--- config.mk ---
export PLATFORM = sky130hd
export DESIGN_NAME = status_register_flat
export DESIGN_NICKNAME = d
export VERILOG_FILES = /design/src/rtl/status_register_pkg.sv /design/src/rtl/status_register_if.sv /design/src/rtl/status_register_flag_bit.sv /design/src/rtl/status_register.sv /design/src/flat_wrapper.sv
export SDC_FILE = /design/constraint.sdc
export NUM_CORES = 1
export LEC_CHECK = 0
export CELL_PAD_IN_SITES_DETAIL_PLACEMENT = 0
export CELL_PAD_IN_SITES_GLOBAL_PLACEMENT = 1
export CORE_MARGIN = 2
export CORE_UTILIZATION = 26
export CTS_CLUSTER_SIZE = 16
export DETAILED_ROUTE_END_ITERATION = 8
export HOLD_SLACK_MARGIN = 0.05
export PLACE_DENSITY_LB_ADDON = 0.12
export SLEW_MARGIN = 25
export SYNTH_ARGS = -nofsm -noshare
export SYNTH_HDL_FRONTEND = slang
export SYNTH_HIERARCHICAL = 1
export SYNTH_SLANG_ARGS = --single-unit
--- constraint.sdc ---
create_clock -name clk -period 1.9 [get_ports clk]
set_clock_uncertainty 0.05 [all_clocks]
set_input_delay 0.38 -clock clk [delete_from_list [all_inputs] [get_ports clk]]
set_output_delay 0.38 -clock clk [all_outputs]
set_load 0.03 [all_outputs]
--- src/rtl/status_register_pkg.sv ---
// Shared types and constants for the 6502 processor status register slice.
package status_register_pkg;

  // Explicit flag set/clear operations issued by the control unit.
  typedef enum logic [2:0] {
    FLAG_NONE = 3'd0,
    SEC       = 3'd1,
    CLC       = 3'd2,
    SEI       = 3'd3,
    CLI       = 3'd4,
    SED       = 3'd5,
    CLD       = 3'd6,
    CLV       = 3'd7
  } flag_op_t;

  // Bit positions of the flags within the P byte.
  localparam int unsigned FLAG_C = 0;
  localparam int unsigned FLAG_Z = 1;
  localparam int unsigned FLAG_I = 2;
  localparam int unsigned FLAG_D = 3;
  localparam int unsigned FLAG_B = 4;
  localparam int unsigned FLAG_V = 6;
  localparam int unsigned FLAG_N = 7;

  // Assemble a P byte from the six stored flags; bit5 always reads 1,
  // bit4 is supplied by the caller (constant 1 for p_out, push_brk for pushes).
  function automatic logic [7:0] format_p(
    input logic n,
    input logic v,
    input logic b,
    input logic d,
    input logic i,
    input logic z,
    input logic c
  );
    logic [7:0] p;
    p         = '0;
    p[FLAG_N] = n;
    p[FLAG_V] = v;
    p[5]      = 1'b1;
    p[FLAG_B] = b;
    p[FLAG_D] = d;
    p[FLAG_I] = i;
    p[FLAG_Z] = z;
    p[FLAG_C] = c;
    return p;
  endfunction

endpackage

--- src/rtl/status_register_if.sv ---
// Bus between the ALU/control unit and the status register.
interface status_register_if;
  import status_register_pkg::*;

  logic       alu_negative;
  logic       alu_overflow;
  logic       alu_zero;
  logic       alu_carry;
  logic [7:0] data_in;
  logic       load_nz;
  logic       load_c;
  logic       load_v;
  logic       load_bus;
  logic       bit_test;
  flag_op_t   flag_op;
  logic       push_brk;
  logic [7:0] p_out;
  logic [7:0] push_value;
  logic       carry_to_alu;
  logic       decimal_mode;
  logic       irq_mask;

  // Control unit / ALU side.
  modport master (
    output alu_negative, alu_overflow, alu_zero, alu_carry,
    output data_in, load_nz, load_c, load_v, load_bus, bit_test,
    output flag_op, push_brk,
    input  p_out, push_value, carry_to_alu, decimal_mode, irq_mask
  );

  // Status register side.
  modport slave (
    input  alu_negative, alu_overflow, alu_zero, alu_carry,
    input  data_in, load_nz, load_c, load_v, load_bus, bit_test,
    input  flag_op, push_brk,
    output p_out, push_value, carry_to_alu, decimal_mode, irq_mask
  );

endinterface

--- src/rtl/status_register_flag_bit.sv ---
// One status flag flop; owns the per-flag update priority for the whole register.
module status_flag_bit (
  input  logic clk,
  input  logic reset,
  input  logic rst_val_i,   // value taken on reset
  input  logic bus_load_i,  // PLP/RTI whole-register load
  input  logic bus_bit_i,
  input  logic set_i,       // explicit set from flag_op
  input  logic clr_i,       // explicit clear from flag_op
  input  logic pri_load_i,  // BIT instruction load
  input  logic pri_bit_i,
  input  logic sec_load_i,  // ALU result load
  input  logic sec_bit_i,
  output logic flag_o
);

  logic flag_q;
  logic flag_d;

  // Next value: bus load, then set/clear, then BIT, then ALU, else hold.
  always_comb begin
    flag_d = flag_q;
    if (bus_load_i) begin
      flag_d = bus_bit_i;
    end else if (set_i) begin
      flag_d = 1'b1;
    end else if (clr_i) begin
      flag_d = 1'b0;
    end else if (pri_load_i) begin
      flag_d = pri_bit_i;
    end else if (sec_load_i) begin
      flag_d = sec_bit_i;
    end
  end

  // Flag storage with synchronous reset overriding every load.
  always_ff @(posedge clk) begin
    if (reset) begin
      flag_q <= rst_val_i;
    end else begin
      flag_q <= flag_d;
    end
  end

  assign flag_o = flag_q;

endmodule

--- src/rtl/status_register.sv ---
// 6502 processor status register P (N V D I Z C), downstream of the ALU.
module status_register
  import status_register_pkg::*;
#(
  parameter logic [7:0] RESET_VALUE = 8'h34
) (
  input  logic              clk,
  input  logic              reset,
  status_register_if.slave  bus
);

  logic [7:0] set_v;
  logic [7:0] clr_v;
  logic       n_q, v_q, d_q, i_q, z_q, c_q;

  // Decode flag_op into per-bit set/clear strobes.
  always_comb begin
    set_v = '0;
    clr_v = '0;
    unique case (bus.flag_op)
      SEC:     set_v[FLAG_C] = 1'b1;
      CLC:     clr_v[FLAG_C] = 1'b1;
      SEI:     set_v[FLAG_I] = 1'b1;
      CLI:     clr_v[FLAG_I] = 1'b1;
      SED:     set_v[FLAG_D] = 1'b1;
      CLD:     clr_v[FLAG_D] = 1'b1;
      CLV:     clr_v[FLAG_V] = 1'b1;
      default: ;
    endcase
  end

  status_flag_bit u_flag_n (
    .clk        (clk),
    .reset      (reset),
    .rst_val_i  (RESET_VALUE[FLAG_N]),
    .bus_load_i (bus.load_bus),
    .bus_bit_i  (bus.data_in[FLAG_N]),
    .set_i      (set_v[FLAG_N]),
    .clr_i      (clr_v[FLAG_N]),
    .pri_load_i (bus.bit_test),
    .pri_bit_i  (bus.data_in[7]),
    .sec_load_i (bus.load_nz),
    .sec_bit_i  (bus.alu_negative),
    .flag_o     (n_q)
  );

  status_flag_bit u_flag_v (
    .clk        (clk),
    .reset      (reset),
    .rst_val_i  (RESET_VALUE[FLAG_V]),
    .bus_load_i (bus.load_bus),
    .bus_bit_i  (bus.data_in[FLAG_V]),
    .set_i      (set_v[FLAG_V]),
    .clr_i      (clr_v[FLAG_V]),
    .pri_load_i (bus.bit_test),
    .pri_bit_i  (bus.data_in[6]),
    .sec_load_i (bus.load_v),
    .sec_bit_i  (bus.alu_overflow),
    .flag_o     (v_q)
  );

  status_flag_bit u_flag_d (
    .clk        (clk),
    .reset      (reset),
    .rst_val_i  (RESET_VALUE[FLAG_D]),
    .bus_load_i (bus.load_bus),
    .bus_bit_i  (bus.data_in[FLAG_D]),
    .set_i      (set_v[FLAG_D]),
    .clr_i      (clr_v[FLAG_D]),
    .pri_load_i (1'b0),
    .pri_bit_i  (1'b0),
    .sec_load_i (1'b0),
    .sec_bit_i  (1'b0),
    .flag_o     (d_q)
  );

  // I always comes out of reset set, whatever RESET_VALUE says.
  status_flag_bit u_flag_i (
    .clk        (clk),
    .reset      (reset),
    .rst_val_i  (1'b1),
    .bus_load_i (bus.load_bus),
    .bus_bit_i  (bus.data_in[FLAG_I]),
    .set_i      (set_v[FLAG_I]),
    .clr_i      (clr_v[FLAG_I]),
    .pri_load_i (1'b0),
    .pri_bit_i  (1'b0),
    .sec_load_i (1'b0),
    .sec_bit_i  (1'b0),
    .flag_o     (i_q)
  );

  // BIT drives Z from the ALU zero result, same source as load_nz.
  status_flag_bit u_flag_z (
    .clk        (clk),
    .reset      (reset),
    .rst_val_i  (RESET_VALUE[FLAG_Z]),
    .bus_load_i (bus.load_bus),
    .bus_bit_i  (bus.data_in[FLAG_Z]),
    .set_i      (set_v[FLAG_Z]),
    .clr_i      (clr_v[FLAG_Z]),
    .pri_load_i (bus.bit_test),
    .pri_bit_i  (bus.alu_zero),
    .sec_load_i (bus.load_nz),
    .sec_bit_i  (bus.alu_zero),
    .flag_o     (z_q)
  );

  status_flag_bit u_flag_c (
    .clk        (clk),
    .reset      (reset),
    .rst_val_i  (RESET_VALUE[FLAG_C]),
    .bus_load_i (bus.load_bus),
    .bus_bit_i  (bus.data_in[FLAG_C]),
    .set_i      (set_v[FLAG_C]),
    .clr_i      (clr_v[FLAG_C]),
    .pri_load_i (1'b0),
    .pri_bit_i  (1'b0),
    .sec_load_i (bus.load_c),
    .sec_bit_i  (bus.alu_carry),
    .flag_o     (c_q)
  );

  // Bits 5/4 are not stored; bus bits 5/4 and the matching strobes are dropped.
  logic unused_bits;
  assign unused_bits = ^{bus.data_in[5:4], set_v[5:4], clr_v[5:4]};

  assign bus.p_out        = format_p(n_q, v_q, 1'b1, d_q, i_q, z_q, c_q);
  assign bus.push_value   = format_p(n_q, v_q, bus.push_brk, d_q, i_q, z_q, c_q);
  assign bus.carry_to_alu = c_q;
  assign bus.decimal_mode = d_q;
  assign bus.irq_mask     = i_q;

endmodule

--- src/flat_wrapper.sv ---
// flat-port wrapper written by rule: the top's interface ports become plain ports
module status_register_flat import status_register_pkg::*;
#(
  parameter logic [7:0] RESET_VALUE = 8'h34
)
  (clk, reset, bus_alu_negative, bus_alu_overflow, bus_alu_zero, bus_alu_carry, bus_data_in, bus_load_nz, bus_load_c, bus_load_v, bus_load_bus, bus_bit_test, bus_flag_op, bus_push_brk, bus_p_out, bus_push_value, bus_carry_to_alu, bus_decimal_mode, bus_irq_mask);
  status_register_if bus_i ();
  input  logic clk;
  input  logic reset;
  input wire logic [$bits(bus_i.alu_negative)-1:0] bus_alu_negative;
  input wire logic [$bits(bus_i.alu_overflow)-1:0] bus_alu_overflow;
  input wire logic [$bits(bus_i.alu_zero)-1:0] bus_alu_zero;
  input wire logic [$bits(bus_i.alu_carry)-1:0] bus_alu_carry;
  input wire logic [$bits(bus_i.data_in)-1:0] bus_data_in;
  input wire logic [$bits(bus_i.load_nz)-1:0] bus_load_nz;
  input wire logic [$bits(bus_i.load_c)-1:0] bus_load_c;
  input wire logic [$bits(bus_i.load_v)-1:0] bus_load_v;
  input wire logic [$bits(bus_i.load_bus)-1:0] bus_load_bus;
  input wire logic [$bits(bus_i.bit_test)-1:0] bus_bit_test;
  input wire logic [$bits(bus_i.flag_op)-1:0] bus_flag_op;
  input wire logic [$bits(bus_i.push_brk)-1:0] bus_push_brk;
  output wire logic [$bits(bus_i.p_out)-1:0] bus_p_out;
  output wire logic [$bits(bus_i.push_value)-1:0] bus_push_value;
  output wire logic [$bits(bus_i.carry_to_alu)-1:0] bus_carry_to_alu;
  output wire logic [$bits(bus_i.decimal_mode)-1:0] bus_decimal_mode;
  output wire logic [$bits(bus_i.irq_mask)-1:0] bus_irq_mask;
  assign bus_i.alu_negative = bus_alu_negative;
  assign bus_i.alu_overflow = bus_alu_overflow;
  assign bus_i.alu_zero = bus_alu_zero;
  assign bus_i.alu_carry = bus_alu_carry;
  assign bus_i.data_in = bus_data_in;
  assign bus_i.load_nz = bus_load_nz;
  assign bus_i.load_c = bus_load_c;
  assign bus_i.load_v = bus_load_v;
  assign bus_i.load_bus = bus_load_bus;
  assign bus_i.bit_test = bus_bit_test;
  assign bus_i.flag_op = bus_flag_op;
  assign bus_i.push_brk = bus_push_brk;
  assign bus_p_out = bus_i.p_out;
  assign bus_push_value = bus_i.push_value;
  assign bus_carry_to_alu = bus_i.carry_to_alu;
  assign bus_decimal_mode = bus_i.decimal_mode;
  assign bus_irq_mask = bus_i.irq_mask;
  status_register #(.RESET_VALUE(RESET_VALUE)) u_core (.clk(clk), .reset(reset), .bus(bus_i));
endmodule
* After elaboration in Yosys (flattened, before gate mapping)
Cells that the tools add are included. Widths: inputs -> output; s select.
Word-level totals: register bits after elaboration 6, bits of input ports 23, output and inout port bits 19
Cells by class: equal/unequal tests 7, multiplexer cells 27, reductions and logical operators 5
Operator list (count):
- $mux 1 | 27
- $eq 3x3->1 const B | 4
- $reduce_bool 3->1 | 3
- $reduce_bool 4->1 | 2
- $eq 3x2->1 const B | 2
- $eq 3x1->1 const B | 1

* Depth between registers and ports, before layout
Gate-level depths: netlist (run 1).
word-level depth 5, gate-level depth with buffers 4

* Cells and area by module
The synthesis (run 1) kept the hierarchy.
By module, submodules not included:
- status_flag_bit | instances 6, cells each 10, area an instance 80.1 µm², seq. area each 30.0 µm²
- status_register | instances 1, cells each 25, area an instance 187.7 µm², seq. area each 0.0 µm²

* Worst setup path after synthesis (run 1)
No wires, ideal clock.
path kind input-to-reg, start point input port bus_flag_op[1], end point register u_core.u_flag_d.flag_q (netlist: u_core/u_flag_d/flag_o) (enable), library setup time 248 ps, arrival 903 ps, data required time 1602 ps, slack 698 ps, stages on the path 3, buffers on the path 0, cell sequence and3b_2 nor4_1 nand2_1
On the way: word-level cells in the longest chain between the ends 3
Ends and longest elaborated chain:
- from (decl) | line flat_wrapper.sv:20 | input wire logic [$bits(bus_i.flag_op)-1:0] bus_flag_op;
- $eq 3x3->1 | line status_register.sv:20 | unique case (bus.flag_op)
- $mux 1 | line status_register.sv:20
- $reduce_bool 3->1 (no source line) (*)
- to (signal assigned) | line status_register_flag_bit.sv:39 | flag_q <= rst_val_i;
- to (signal assigned) | line status_register_flag_bit.sv:41 | flag_q <= flag_d;
- to (decl) | line status_register_flag_bit.sv:17 | logic flag_q;
Mark *: on every way between the ends. The rest lies on a longest branch, timed or not. A chain may end at the register's enable or synchronous reset.

* Final worst setup path (run 1)
start point register u_core.u_flag_c.flag_q (netlist: u_core/u_flag_c/flag_o), end point output port bus_carry_to_alu
RTL lines:
- from (decl) | line status_register_flag_bit.sv:17
- from (signal assigned) | line status_register_flag_bit.sv:39
- from (signal assigned) | line status_register_flag_bit.sv:41
- to (decl) | line flat_wrapper.sv:24 | output wire logic [$bits(bus_i.carry_to_alu)-1:0] bus_carry_to_alu;
No word-level cell between the ends.

==> flow_summary_export.csv, run 1 <==
group,metric,value,unit
worst_setup_path,worst-path-stages,1,
timing,drv_slew,0,
pwr,cellLeakagePower,0.4820,nW
logic_synthesis,synth_compound_area_share,16.85,%
pwr,p_int,0.3592,mW
logic_synthesis,synth_fa_ha_area_share,0,%
cts,cts_buffers,3,
timing,timing.final.ws_setup,176.5,ps
timing,fin_crit_sh,90.71,%
logic_synthesis,synth_simple_gate_area_share,24.72,%
timing,max_freq,580.2,MHz
final_layout,syn2layout_area_growth,62.17,%
cts,postCtsHoldBufs,0,
global_route,grt_max_degree,19,
global_route,grt_pass1_wl,2042,µm
logic_synthesis,ys_seq_area_share,26.97,%
routing,drt-initial-drc-count,8,
global_route,grt_pass1_vias,500,
global_route,met2_usage,16.07,%
worst_hold_path,hold_start,"bus_push_brk",
worst_setup_path,cp_slowest_cell,"clkdlybuf4s50_1",
cts,h-tree-depth,1,
global_route,antenna_found_initial,0,
global_route,overflow,0,
final_layout,antenna_cells,0,
worst_setup_path,critical_path.top_delay_family,"buffers and inverters",
worst_hold_path,hold_class,"input port to output pin",
pwr,pwr-share-clk,22.4,%
worst_setup_path,crit_start,"u_core/u_flag_c/flag_o",
place,dp_worst_setup_slack,33.03,ps
global_route,grt_most_used_layer,"met2",
logic_synthesis,yosys-mux-area-fraction,8.989,%
routing,wl_per_cell,8.201,µm
logic_synthesis,yosys.area.top_type_share,26.97,%
timing,finalSetupTns,0,ps
routing,drt_first_pass_iters,4,
cts,clock-root-buffer,"clkbuf_4",
routing,vias_per_cell,3.994,
logic_synthesis,synthTopCellsByArea,"edfxtp_1 (27%), buf_4 (18%), mux2i_1 (9.0%)",
timing,hold_viol_final,0,
final_layout,drive_above_1_share,7.194,%
final_layout,mostFrequentLayoutCells,"clkdlybuf4s50_1 (34), conb_1 (32), nor2_1 (12)",
worst_setup_path,required,1470,ps
timing,setup_viol,0,
global_route,use_met3,2.732,%
final_layout,fin_nets,164,
floorplan,die_width,54.69,µm
worst_setup_path,path_class,"flip-flop to output pin",
pwr,seq_power_share,30.3,%
routing,drc,0,
worst_hold_path,hold_depth,0,
run_status,status,"complete, no violations",
place,gp_congestion,0.7405,
place,port_buffers,34,
logic_synthesis,synth_top_family_by_area,"simple AND/OR/NAND/NOR gates",
pwr,p_per_area,518.3,nW/µm²
cts,cts_buffer_depth,2,
pwr,combPwrFrac,47.3,%
logic_synthesis,synth_seq_cells,6,
logic_synthesis,yosysWarnings,6,
worst_setup_path,worstPathCellList,"clkdlybuf4s50_1",
logic_synthesis,post_synth_xor_area_fraction,0,%
logic_synthesis,synth_cells,85,
logic_synthesis,synth_area_per_cell,7.860,µm²
pwr,p_switching,0.2024,mW
logic_synthesis,synth_area,668.1,µm²
floorplan,die_h,54.69,µm
cts,cts_setup_buffers,0,
routing,wirelength,1386,µm
cts,cts.sinks,6,
worst_setup_path,worstSetupEndpointType,"output pin",
timing,period_needed,1724,ps
floorplan,num_rows,18,
logic_synthesis,ys_types,14,
global_route,grt_use_total,10.29,%
cts,clkTransAtPathRegs,50,ps
worst_setup_path,path_max_fanout,3,
timing,rsz0062_at_grt,"false",
cts,cts-resized-gates,0,
global_route,use_met1,10.97,%
job,drv_cap,0,
logic_synthesis,yosysTopAreaCell,"edfxtp_1",
floorplan,start_util,27.22,%
cts,cts_tree,"built",
worst_setup_path,start_kind,"flip-flop",
worst_setup_path,slowest_delay,690,ps
floorplan,die-area,2991,µm²
floorplan,ios,42,
final_layout,final_common_cell,"clkdlybuf4s50_1",
pwr,switching_share,36.04,%
pwr,peakVddDrop,0.0002579,V
worst_setup_path,critical_path_arrival,1290,ps
worst_setup_path,crit_buf_inv,1,
routing,num_vias,675,
final_layout,nFillCells,246,
floorplan,core-area,2455,µm²
routing,postRouteAntennaNets,0,
place,dpl.hpwl,1124,µm
-- logic make-up (layout without fill, tap and decap cells) --
group | Yosys count | in the layout
and+or+nand+nor | 31 | 31
muxes | 6 | 6
DFF | 6 | 6
AOI/OAI and AO/OA | 18 | 18
buffers and inverters | 22 | 46
other | 2 | 32
-- power groups by stage --
stage | Combinational [mW] | Sequential, mW | Clock, mW
after floorplan | 0.166 | 0.188 | 0
after global placement | 0.265 | 0.172 | 0
after detailed placement | 0.266 | 0.174 | 0
after CTS | 0.267 | 0.171 | 0.132
after global routing | 0.286 | 0.173 | 0.145
final | 0.266 | 0.170 | 0.126
-- worst paths after layout --
path / endpoint / slack, ps
hold / removal: bus_push_value[4] / 710
setup / recovery: bus_carry_to_alu / 180
-- cell usage after synthesis (all sizes together) --
| cell | number |
|---|---|
| a21oi | 6 |
| a22o | 6 |
| and3 | 1 |
| and3b | 3 |
| buf | 16 |
| conb | 2 |
| edfxtp | 6 |
| inv | 6 |
| mux2i | 6 |
| nand2 | 6 |
| nor2 | 12 |
| nor3b | 3 |
| nor4 | 6 |
| o21ai | 6 |
-- area by class of cell --
cell class	instances	area [µm²]	share of cell area [%]
flip-flops and latches	6	180.2	16.63
repair buffers	37	362.8	33.49
clock buffers	3	22.52	2.079
well taps	30	37.54	3.464
multi-input cells	87	457.9	42.26
inverters	6	22.52	2.079
-- per-stage QoR --
stage               std cells  hold slack [ps]  util (%)  cell area, µm²  total power, mW
floorplan                 115            518.0         -           780.7           0.3536
global placement          166            710.6     43.22            1061           0.4371
detailed placement        166            710.6     43.22            1061           0.4400
CTS                       169            710.6     44.14            1084           0.5696
global route              169            710.2     44.14            1084           0.6035
finish                    169            710.3     44.14            1084           0.5616
-- routing by layer --
layer / vias up / part of all wire [%] / wire length (µm)
li1: 363 / - / -
met1: 287 / 43 / 593
met2: 23 / 48 / 665
met3: 2 / 7.2 / 100
met4: 0 / 1.9 / 27
met5: - / 0 / 0
-- registers in the layout (all words and copies together) (netlist names) --
| register | flops |
|---|---|
| u_core/u_flag_n/flag_o | 1 |
| u_core/u_flag_c/flag_o | 1 |
| u_core/u_flag_i/flag_o | 1 |
| u_core/u_flag_d/flag_o | 1 |
| u_core/u_flag_z/flag_o | 1 |
| u_core/u_flag_v/flag_o | 1 |
No activity file was read; power rests on OpenSTA's default activity.
==> inputs of run 2 (changes only) <==
Settings changed: CAP_MARGIN set to 5.
==> results of run 2 <==
Same layout as run 1: the final DEF is identical, and so are final timing and power.
